<file path="config.mk">
export PLATFORM = sky130hd
export DESIGN_NAME = msg_stream_player_flat
export DESIGN_NICKNAME = d
export VERILOG_FILES = /design/src/rtl/msg_stream_player_if.sv /design/src/rtl/msg_stream_player.sv /design/src/flat_wrapper.sv
export SDC_FILE = /design/constraint.sdc
export NUM_CORES = 1
export LEC_CHECK = 0
export ABC_CLOCK_PERIOD_IN_PS = 6400
export CORE_ASPECT_RATIO = 2
export CORE_MARGIN = 4
export CORE_UTILIZATION = 25
export CTS_BUF_LIST = sky130_fd_sc_hd__clkbuf_8
export DETAILED_ROUTE_END_ITERATION = 8
export PLACE_DENSITY = 0.48
export RECOVER_POWER = 50
export SLEW_MARGIN = 20
export SYNTH_ARGS = -nofsm -noshare
export SYNTH_HDL_FRONTEND = slang
export SYNTH_SLANG_ARGS = --single-unit
</file>
<file path="constraint.sdc">
create_clock -name clk -period 6.4 [get_ports clk]
set_input_delay 0.64 -clock clk [delete_from_list [all_inputs] [get_ports clk]]
set_output_delay 0.64 -clock clk [all_outputs]
set_load 0.02 [all_outputs]
</file>
<file path="src/rtl/msg_stream_player_if.sv">
// ----------------------------------------------------------------------------
// msg_stream_player_if
//   Character stream handshake between msg_stream_player and its consumer.
//
//   Signals:
//     out_data  [DATA_W] current character. It is 0 whenever out_valid is 0.
//     out_valid          a character is being presented.
//     out_ready          the consumer accepts the character.
//                        A transfer happens on out_valid & out_ready.
//
//   Modports:
//     master  the player side. It drives out_data and out_valid.
//     slave   the consumer side. It drives out_ready.
// ----------------------------------------------------------------------------
interface msg_stream_player_if #(
    parameter int DATA_W = 8
);
    logic [DATA_W-1:0] out_data;
    logic              out_valid;
    logic              out_ready;

    modport master (
        output out_data,
        output out_valid,
        input  out_ready
    );

    modport slave (
        input  out_data,
        input  out_valid,
        output out_ready
    );
endinterface

</file>
<file path="src/rtl/msg_stream_player.sv">
// ----------------------------------------------------------------------------
// msg_stream_player
//   Plays a ROM-held message one character at a time.
//   A pacing divider sets the rate, and each character leaves through a
//   valid/ready handshake.
//   Playback can be one-shot or looping. The player also supports pause (en),
//   abort, a done pulse and a live ROM index.
//
//   Ports:
//     clk        clock
//     rst_n      synchronous active-low reset
//     en         pause control; 0 freezes the pacing counter
//     start      begin playback from index 0 (honoured only in IDLE with en=1)
//     abort      synchronous return to IDLE (checksum holds)
//     loop_mode  1 = restart after the last character, 0 = one-shot
//     div        pacing; each PACE phase lasts div+1 enabled cycles
//     out_if     character stream (master modport)
//     busy       high in PACE or PRESENT
//     done       one-cycle pulse at one-shot completion
//     index      ROM index of the character being paced or presented
//     checksum   modular sum of accepted characters (see MSG_CHECKSUM_EN)
//
//   Build option:
//     MSG_CHECKSUM_EN  When defined, checksum is the low DATA_W bits of the sum
//                      of characters accepted since the last start, cleared on
//                      each loop wrap. When undefined, checksum is tied to 0
//                      and no adder exists.
//
//   ROM contents:
//     The ROM holds the built-in 51-byte string. This RTL does not read files.
//     A non-empty MSG_FILE marks the image as preloaded by the implementation
//     flow, and this model then reads zeros.
// ----------------------------------------------------------------------------
module msg_stream_player #(
    parameter int    DATA_W   = 8,
    parameter int    MSG_LEN  = 51,
    parameter int    IDX_W    = 8,
    parameter int    DIV_W    = 16,
    parameter string MSG_FILE = ""
) (
    input  logic                    clk,
    input  logic                    rst_n,
    input  logic                    en,
    input  logic                    start,
    input  logic                    abort,
    input  logic                    loop_mode,
    input  logic [DIV_W-1:0]        div,
    msg_stream_player_if.master     out_if,
    output logic                    busy,
    output logic                    done,
    output logic [IDX_W-1:0]        index,
    output logic [DATA_W-1:0]       checksum
);

    typedef enum logic [1:0] {
        S_IDLE    = 2'd0,
        S_PACE    = 2'd1,
        S_PRESENT = 2'd2
    } state_t;

    localparam int                   BUILTIN_LEN = 51;
    localparam logic [8*BUILTIN_LEN-1:0] BUILTIN_MSG =
        "Tajumulco Tacana Acatenango Fuego Santa Maria Agua ";
    localparam bit                   USE_BUILTIN = (MSG_FILE == "");
    localparam logic [IDX_W-1:0]     LAST_IDX    = IDX_W'(MSG_LEN - 1);

    // The string literal packs its first character into the most significant
    // byte, so character i sits at byte (LEN-1-i).
    function automatic logic [DATA_W-1:0] rom_char(input logic [IDX_W-1:0] idx);
        logic [7:0] b;
        int         i;
        b = 8'h00;
        i = int'(idx);
        if (USE_BUILTIN && (i < BUILTIN_LEN)) begin
            b = BUILTIN_MSG[8*(BUILTIN_LEN-1-i) +: 8];
        end
        return DATA_W'(b);
    endfunction

    state_t             state_q, state_d;
    logic [DIV_W-1:0]   cnt_q, cnt_d;
    logic [IDX_W-1:0]   idx_q, idx_d;
    logic [DATA_W-1:0]  data_q, data_d;
    logic               valid_q, valid_d;
    logic               done_q, done_d;

    logic               start_go;
    logic               hs;
    logic               is_last;

    // abort outranks both a start request and a handshake in the same cycle.
    assign start_go = (state_q == S_IDLE) && start && en && !abort;
    assign hs       = (state_q == S_PRESENT) && valid_q && out_if.out_ready && !abort;
    assign is_last  = (idx_q == LAST_IDX);

    always_comb begin
        state_d = state_q;
        cnt_d   = cnt_q;
        idx_d   = idx_q;
        data_d  = data_q;
        valid_d = valid_q;
        done_d  = 1'b0;

        if (abort) begin
            state_d = S_IDLE;
            cnt_d   = '0;
            idx_d   = '0;
            data_d  = '0;
            valid_d = 1'b0;
        end else begin
            case (state_q)
                S_IDLE: begin
                    if (start_go) begin
                        state_d = S_PACE;
                        idx_d   = '0;
                        cnt_d   = div;
                    end
                end
                S_PACE: begin
                    if (en) begin
                        if (cnt_q != '0) begin
                            cnt_d = cnt_q - DIV_W'(1);
                        end else begin
                            state_d = S_PRESENT;
                            data_d  = rom_char(idx_q);
                            valid_d = 1'b1;
                        end
                    end
                end
                S_PRESENT: begin
                    // The character stays presented regardless of en until
                    // the consumer takes it.
                    if (hs) begin
                        valid_d = 1'b0;
                        data_d  = '0;
                        if (!is_last) begin
                            idx_d   = idx_q + IDX_W'(1);
                            cnt_d   = div;
                            state_d = S_PACE;
                        end else if (loop_mode) begin
                            idx_d   = '0;
                            cnt_d   = div;
                            state_d = S_PACE;
                        end else begin
                            idx_d   = '0;
                            cnt_d   = '0;
                            state_d = S_IDLE;
                            done_d  = 1'b1;
                        end
                    end
                end
                default: begin
                    state_d = S_IDLE;
                end
            endcase
        end
    end

    always_ff @(posedge clk) begin
        if (!rst_n) begin
            state_q <= S_IDLE;
            cnt_q   <= '0;
            idx_q   <= '0;
            data_q  <= '0;
            valid_q <= 1'b0;
            done_q  <= 1'b0;
        end else begin
            state_q <= state_d;
            cnt_q   <= cnt_d;
            idx_q   <= idx_d;
            data_q  <= data_d;
            valid_q <= valid_d;
            done_q  <= done_d;
        end
    end

`ifdef MSG_CHECKSUM_EN
    logic [DATA_W-1:0] csum_q, csum_d;
    logic              wrap;

    // The loop-wrap handshake restarts the sum for the new pass.
    assign wrap = hs && is_last && loop_mode;

    always_comb begin
        csum_d = csum_q;
        if (start_go || wrap) begin
            csum_d = '0;
        end else if (hs) begin
            csum_d = csum_q + data_q;
        end
    end

    always_ff @(posedge clk) begin
        if (!rst_n) begin
            csum_q <= '0;
        end else begin
            csum_q <= csum_d;
        end
    end

    assign checksum = csum_q;
`else
    assign checksum = '0;
`endif

    assign out_if.out_data  = data_q;
    assign out_if.out_valid = valid_q;
    assign busy             = (state_q != S_IDLE);
    assign done             = done_q;
    assign index            = idx_q;

endmodule

</file>
<file path="src/flat_wrapper.sv">
// flat-port wrapper written by rule: the top's interface ports become plain ports
module msg_stream_player_flat 
#(
    parameter int    DATA_W   = 8,
    parameter int    MSG_LEN  = 51,
    parameter int    IDX_W    = 8,
    parameter int    DIV_W    = 16,
    parameter string MSG_FILE = ""
)
  (clk, rst_n, en, start, abort, loop_mode, div, busy, done, index, checksum, out_if_out_data, out_if_out_valid, out_if_out_ready);
  msg_stream_player_if #(.DATA_W(DATA_W)) out_if_i ();
  input  logic clk;
  input  logic rst_n;
  input  logic en;
  input  logic start;
  input  logic abort;
  input  logic loop_mode;
  input  logic [DIV_W-1:0] div;
  output logic busy;
  output logic done;
  output logic [IDX_W-1:0] index;
  output logic [DATA_W-1:0] checksum;
  output wire logic [$bits(out_if_i.out_data)-1:0] out_if_out_data;
  output wire logic [$bits(out_if_i.out_valid)-1:0] out_if_out_valid;
  input wire logic [$bits(out_if_i.out_ready)-1:0] out_if_out_ready;
  assign out_if_out_data = out_if_i.out_data;
  assign out_if_out_valid = out_if_i.out_valid;
  assign out_if_i.out_ready = out_if_out_ready;
  msg_stream_player #(.DATA_W(DATA_W), .MSG_LEN(MSG_LEN), .IDX_W(IDX_W), .DIV_W(DIV_W), .MSG_FILE(MSG_FILE)) u_core (.clk(clk), .rst_n(rst_n), .en(en), .start(start), .abort(abort), .loop_mode(loop_mode), .div(div), .out_if(out_if_i), .busy(busy), .done(done), .index(index), .checksum(checksum));
endmodule
</file>
Word-level counts from Yosys, hierarchy flattened. Index checks and enable logic that the tools add are counted.

Register bits after elaboration: 36. Bits in latches: 0. RAM bits: 0. Bits in read-only memories: 0. Output and inout port bits: 27. Word-level logic and storage cells: 70. Memories kept: 0.

Add/subtract/negate cells: 3. Multiply operators: 0. Divide/modulo/power cells: 0. $lt $le $gt $ge: 1. Eq/ne operators: 8. Shift-type cells: 1. Mux-type cells: 28. Bitwise gates (word level): 4. Reductions and logical operators: 19.

Operators with widths (count): indexed part select 408 x 32 -> 8 bit, first input constant (1); two-way mux 16 bit (6); two-way mux 8 bit (7); case mux 16 bit (3 select lines) (1); case mux 8 bit (2 select lines) (2); nonzero test 16 bit (1); subtractor 16 x 1 -> 16 bit, second input constant (1); two-way mux 2 bit (5); subtractor 6 x 8 -> 9 bit, first input constant (1); adder 8 x 1 -> 8 bit, second input constant (1); == test 8 x 6 -> 1 bit, second input constant (1); less-than comparator 8 x 6 -> 1 bit, second input constant (1); AND reduction 4 bit (2); logical AND 1 bit (6); inequality test 2 x 1 -> 1 bit, second input constant (3); case mux 2 bit (3 select lines) (1); nonzero test 2 bit (3); two-way mux 1 bit (5); AND reduction 5 bit (1); OR reduction 5 bit (1); inequality test 2 bit, second input constant (2); inverter 1 bit (4); AND reduction 3 bit (1); nonzero test 3 bit (1); 6 further kinds (6).

Logic depth before layout (Yosys ltp).
Word-level depth: 6. Gate-level depth with buffers: 11. Gate-level depth less buffers: 8.

Worst setup path before layout. Ideal clock, no wire load.

Kind: register to register. From: register u_core.idx_q[0] (netlist: u_core.index[0]). To: register u_core.data_q[0] (netlist: u_core.out_if.out_data[0]). Setup time: 117 ps. Arrival time: 2393 ps. Data required time: 6283 ps. Path slack: 3890 ps. Stages on the path, launching flop included: 11. Path buffers: 2. Period minus slack after synthesis: 2510 ps. Cells stage by stage: dfxtp_1 -> inv_1 -> clkbuf_1 -> ha_1 -> buf_2 -> or2_2 -> nand3_1 -> nor2_1 -> a2111oi_0 -> o31ai_1 -> a32o_1.

Longest elaborated chain between the ends: 6.

Ends and longest elaborated chain: start, declared (RTL line msg_stream_player.sv:82) `logic [IDX_W-1:0] idx_q, idx_d;`; start signal, assigned (RTL line msg_stream_player.sv:170) `idx_q <= idx_d;`; subtractor 6 x 8 -> 9 bit (RTL line msg_stream_player.sv:75) `b = BUILTIN_MSG[8*(BUILTIN_LEN-1-i) +: 8];`; indexed part select 408 x 32 -> 8 bit (RTL line msg_stream_player.sv:75); two-way mux 8 bit (*) (RTL line msg_stream_player.sv:74) `if (USE_BUILTIN && (i < BUILTIN_LEN)) begin`; two-way mux 8 bit (*) (RTL line msg_stream_player.sv:121) `if (cnt_q != '0) begin`; two-way mux 8 bit (*) (RTL line msg_stream_player.sv:120) `if (en) begin`; case mux 8 bit (2 select lines) (*) (RTL line msg_stream_player.sv:111) `case (state_q)`; end signal, assigned (RTL line msg_stream_player.sv:171) `data_q <= data_d;`; end, declared (RTL line msg_stream_player.sv:83) `logic [DATA_W-1:0] data_q, data_d;`.

Mark *: on every way between the ends. The rest lies on a longest branch, timed or not. The select of a mux whose other input is x is not followed. A chain may end at the register's enable or synchronous reset.

Worst setup path after layout.
From: register u_core.idx_q[0] (netlist: u_core.index[0]). To: register u_core.data_q[1] (netlist: u_core.out_if.out_data[1]).

The elaborated chain is that of the path after synthesis.

==> results.py <==
metrics = {
    "status": {
        "status": "finished, final reports clean",
    },
    "clock_network": {
        "cts_resized": 0,
        "cts_buffers": 5,
        "postCtsSetupBuffers": 0,
        "cts.clk_slew.worst_paths_ns": 0.08,
        "clock-sinks": 35,
        "clock_path_buffers": 2,
        "cts_root_buf": "clkbuf_8",
        "ctsHtreeMaxLevel": 2,
        "cts_tree": "yes",
        "clock_latency_ns": 0.30,
        "hold_buffers": 0,
    },
    "setup_path": {
        "path_max_fanout": 31,
        "cp-end-kind": "flip-flop",
        "criticalPathCategory": "flip-flop to flip-flop",
        "cp.required_ns": 6.64,
        "setup.worst_path.start_class": "flip-flop",
        "worstReg2RegStart": "u_core.index[0]",
        "arrival_ns": 4.91,
        "startpoint": "u_core.index[0]",
    },
    "power": {
        "vdd_drop_max_uv": 98.20,
        "p_leak_uw": 0.001375,
        "p_per_area_nw_per_um2": 138.3,
    },
    "synthesis": {
        "syn_area_sq_um": 3329,
        "ys_warn_count": 0,
        "async_flop_share": 0,
        "synth_edf_count": 0,
        "yosys_most_used_dff": "dfxtp_1",
        "ys_ff_latch": 35,
        "yosys.cell_types.count": 70,
        "ys_seq_area_frac": 0.2104,
        "netlist_instances": 467,
        "syn_avg_cell_area_sq_um": 7.129,
    },
    "job": {
        "maxCapViolCount": 0,
    },
    "timing": {
        "slew_violations": 0,
        "tns_ns": 0,
        "hold_viol": 0,
        "skew_ns": 0.01325,
        "tightest_slew_ns": 1.352,
        "timing.final.crit_period_ns": 4.665,
        "slew_headroom": 0.09883,
        "timing.final.crit_share": 0.7290,
        "finalWorstSetupSlack_ns": 1.735,
        "finalSetupViolCount": 0,
        "fmaxAchievable_mhz": 214.3,
        "grt_setup_unrepaired": "no",
    },
    "cells_and_area": {
        "diodes": 0,
        "layout-drive-gt1-share": 0.05000,
        "fill_cells": 1442,
        "stdcell_area_sq_um": 3779,
        "instances_no_fill": 632,
        "nNetsFinal": 510,
        "area_growth_pct": 13.49,
    },
    "grt": {
        "antenna_found_initial": 0,
        "overflow": 0,
        "grt_pass1_wl_um": 20220,
        "grt_usage": 0.1774,
        "grt_max_degree": 39,
        "grt_pass1_vias": 3527,
    },
    "min_path": {
        "min_from": "u_core.out_if.out_data[5]",
        "hold_class": "flip-flop to flip-flop",
    },
    "floorplanning": {
        "die_h_um": 171.2,
        "row_count": 59,
        "top_level_ports": 50,
        "die_w_um": 89.60,
        "die-area_sq_um": 15340,
        "core_sq_um": 13070,
        "initial_utilization": 0.2548,
    },
    "route": {
        "vias_per_cell": 5.831,
        "wire_per_inst_um": 21.21,
        "totalWireLength_um": 13400,
        "antenna_left": 0,
        "vias": 3685,
        "firstDrtPassIters": 5,
        "drtIter0Drc": 185,
        "post-route-drc-count": 0,
    },
    "place": {
        "place_inst": 625,
        "port-buffer-count": 40,
        "dp.final_hpwl_um": 10250,
        "place_area_sq_um": 3726,
        "gp_congestion": 1.045,
        "place_worst_setup_slack_ns": 2.881,
    },
}
==> routing by layer <==
| metal | part of all wire | track usage | up-vias |
|---|---|---|---|
| met5 | 0 | 0 | - |
| met4 | 0.080 | 0.1335 | 0 |
| met3 | 0.040 | 0.02157 | 41 |
| met2 | 0.55 | 0.3217 | 144 |
| met1 | 0.33 | 0.1747 | 1776 |
| li1 | - | - | 1724 |
==> metrics by stage <==
stage	hold slack (ns)	utilization	total power [uW]
2_1_floorplan	0.4473	-	318.3
3_3_place_gp	0.4619	0.2852	354.0
3_5_place_dp	0.4632	0.2852	354.7
4_1_cts	0.4798	0.2919	531.5
5_1_grt	0.4963	0.2892	554.0
6_report	0.4704	0.2892	522.7
==> worst paths after layout <==
path,to,slack (ns),cells after the start
max,u_core.out_if.out_data[1],1.73,8
min,u_core.out_if.out_data[5],0.47,1
min reg2reg,u_core.out_if.out_data[5],0.47,1
max reg2reg,u_core.out_if.out_data[1],1.73,8
==> cell usage in the layout, fill, tap and decap left out, types with 3 or more instances in the layout <==
| cell | n |
|---|---|
| ha_1 | 7 |
| a21o_1 | 8 |
| o21ai_0 | 21 |
| a22o_1 | 6 |
| dfxtp_1 | 35 |
| nand2b_1 | 7 |
| nor2_1 | 50 |
| and2_1 | 5 |
| a31oi_1 | 8 |
| clkdlybuf4s50_1 | 23 |
| o2bb2ai_1 | 4 |
| o311ai_1 | 3 |
| xor2_1 | 8 |
| nor3_1 | 13 |
| dlygate4sd3_1 | 17 |
| or3_1 | 3 |
| a221oi_1 | 4 |
| buf_4 | 3 |
| a22oi_1 | 6 |
| clkbuf_8 | 6 |
| conb_1 | 9 |
| o21ai_1 | 8 |
| inv_1 | 11 |
| o22ai_1 | 6 |
| nor2b_1 | 7 |
| o221ai_1 | 3 |
| nand2_1 | 49 |
| a21oi_1 | 36 |
| or2_2 | 3 |
| xnor2_1 | 13 |
| nand3b_1 | 4 |
| o31ai_1 | 5 |
| nand3_1 | 20 |
| a32o_1 | 6 |
| o311ai_0 | 3 |
| a211oi_1 | 12 |
| and3_1 | 5 |
==> cells in the mapped netlist (8+ instances only) <==
master | instances | share of area
nor2_1 | 50 | 0.056
nand2_1 | 49 | 0.055
a21oi_1 | 36 | 0.054
dfxtp_1 | 35 | 0.21
buf_2 | 20 | 0.030
nand3_1 | 20 | 0.030
o21ai_0 | 20 | 0.030
nor3_1 | 13 | 0.020
xnor2_1 | 13 | 0.034
a211oi_1 | 12 | 0.027
clkbuf_1 | 12 | 0.014
inv_1 | 11 | 0.012
buf_4 | 10 | 0.023
a21o_1 | 8 | 0.018
a31oi_1 | 8 | 0.015
o21ai_1 | 8 | 0.012
xor2_1 | 8 | 0.021
==> sequential cells by signal, summed over array words and instances, names as in the netlist <==
signal	count
u_core.out_if.out_valid	1
u_core.index	8
u_core.done	1
u_core.state_q	2
u_core.out_if.out_data	7
u_core.cnt_q	16
==> cells by family (layout without fill, tap and decap cells) <==
kind of cell,count (synthesis),in the layout,share of synthesized area
buf+inv,59,64,0.09207
fa+ha+maj,7,7,0.02630
simple gates,182,182,0.2683
compound gates,160,160,0.3386
mux,1,1,0.003007
xor+xnor,22,22,0.06013
other cells,1,9,0.001126
flops,35,35,0.2104
==> report_power, final <==
part | leakage (uW) | switching (uW) | internal [uW]
combinational | 0.00104 | 76.3 | 45.6
clock | 0.0000470 | 88.8 | 84.7
sequential | 0.000283 | 4.95 | 222
==> final cells by class <==
type | count | area (sq um) | share of cell area
Multi-Input combinational cell | 381 | 2325 | 0.6152
Sequential cell | 35 | 700.7 | 0.1854
Timing Repair Buffer | 45 | 430.4 | 0.1139
Tap cell | 152 | 190.2 | 0.05033
Clock buffer | 6 | 82.58 | 0.02185
Inverter | 12 | 45.04 | 0.01192
Clock inverter | 1 | 5.005 | 0.001325
==> critical path, stage by stage (launching register included) <==
cell and delay, ns:
dfxtp_1 0.36, clkbuf_1 1.00, inv_1 0.59, ha_1 1.08, xnor2_1 0.30, nor2_1 0.17
a211oi_1 0.08, o311ai_0 0.75, a32o_1 0.28
Note: power is estimated with default switching activity, not from simulation.
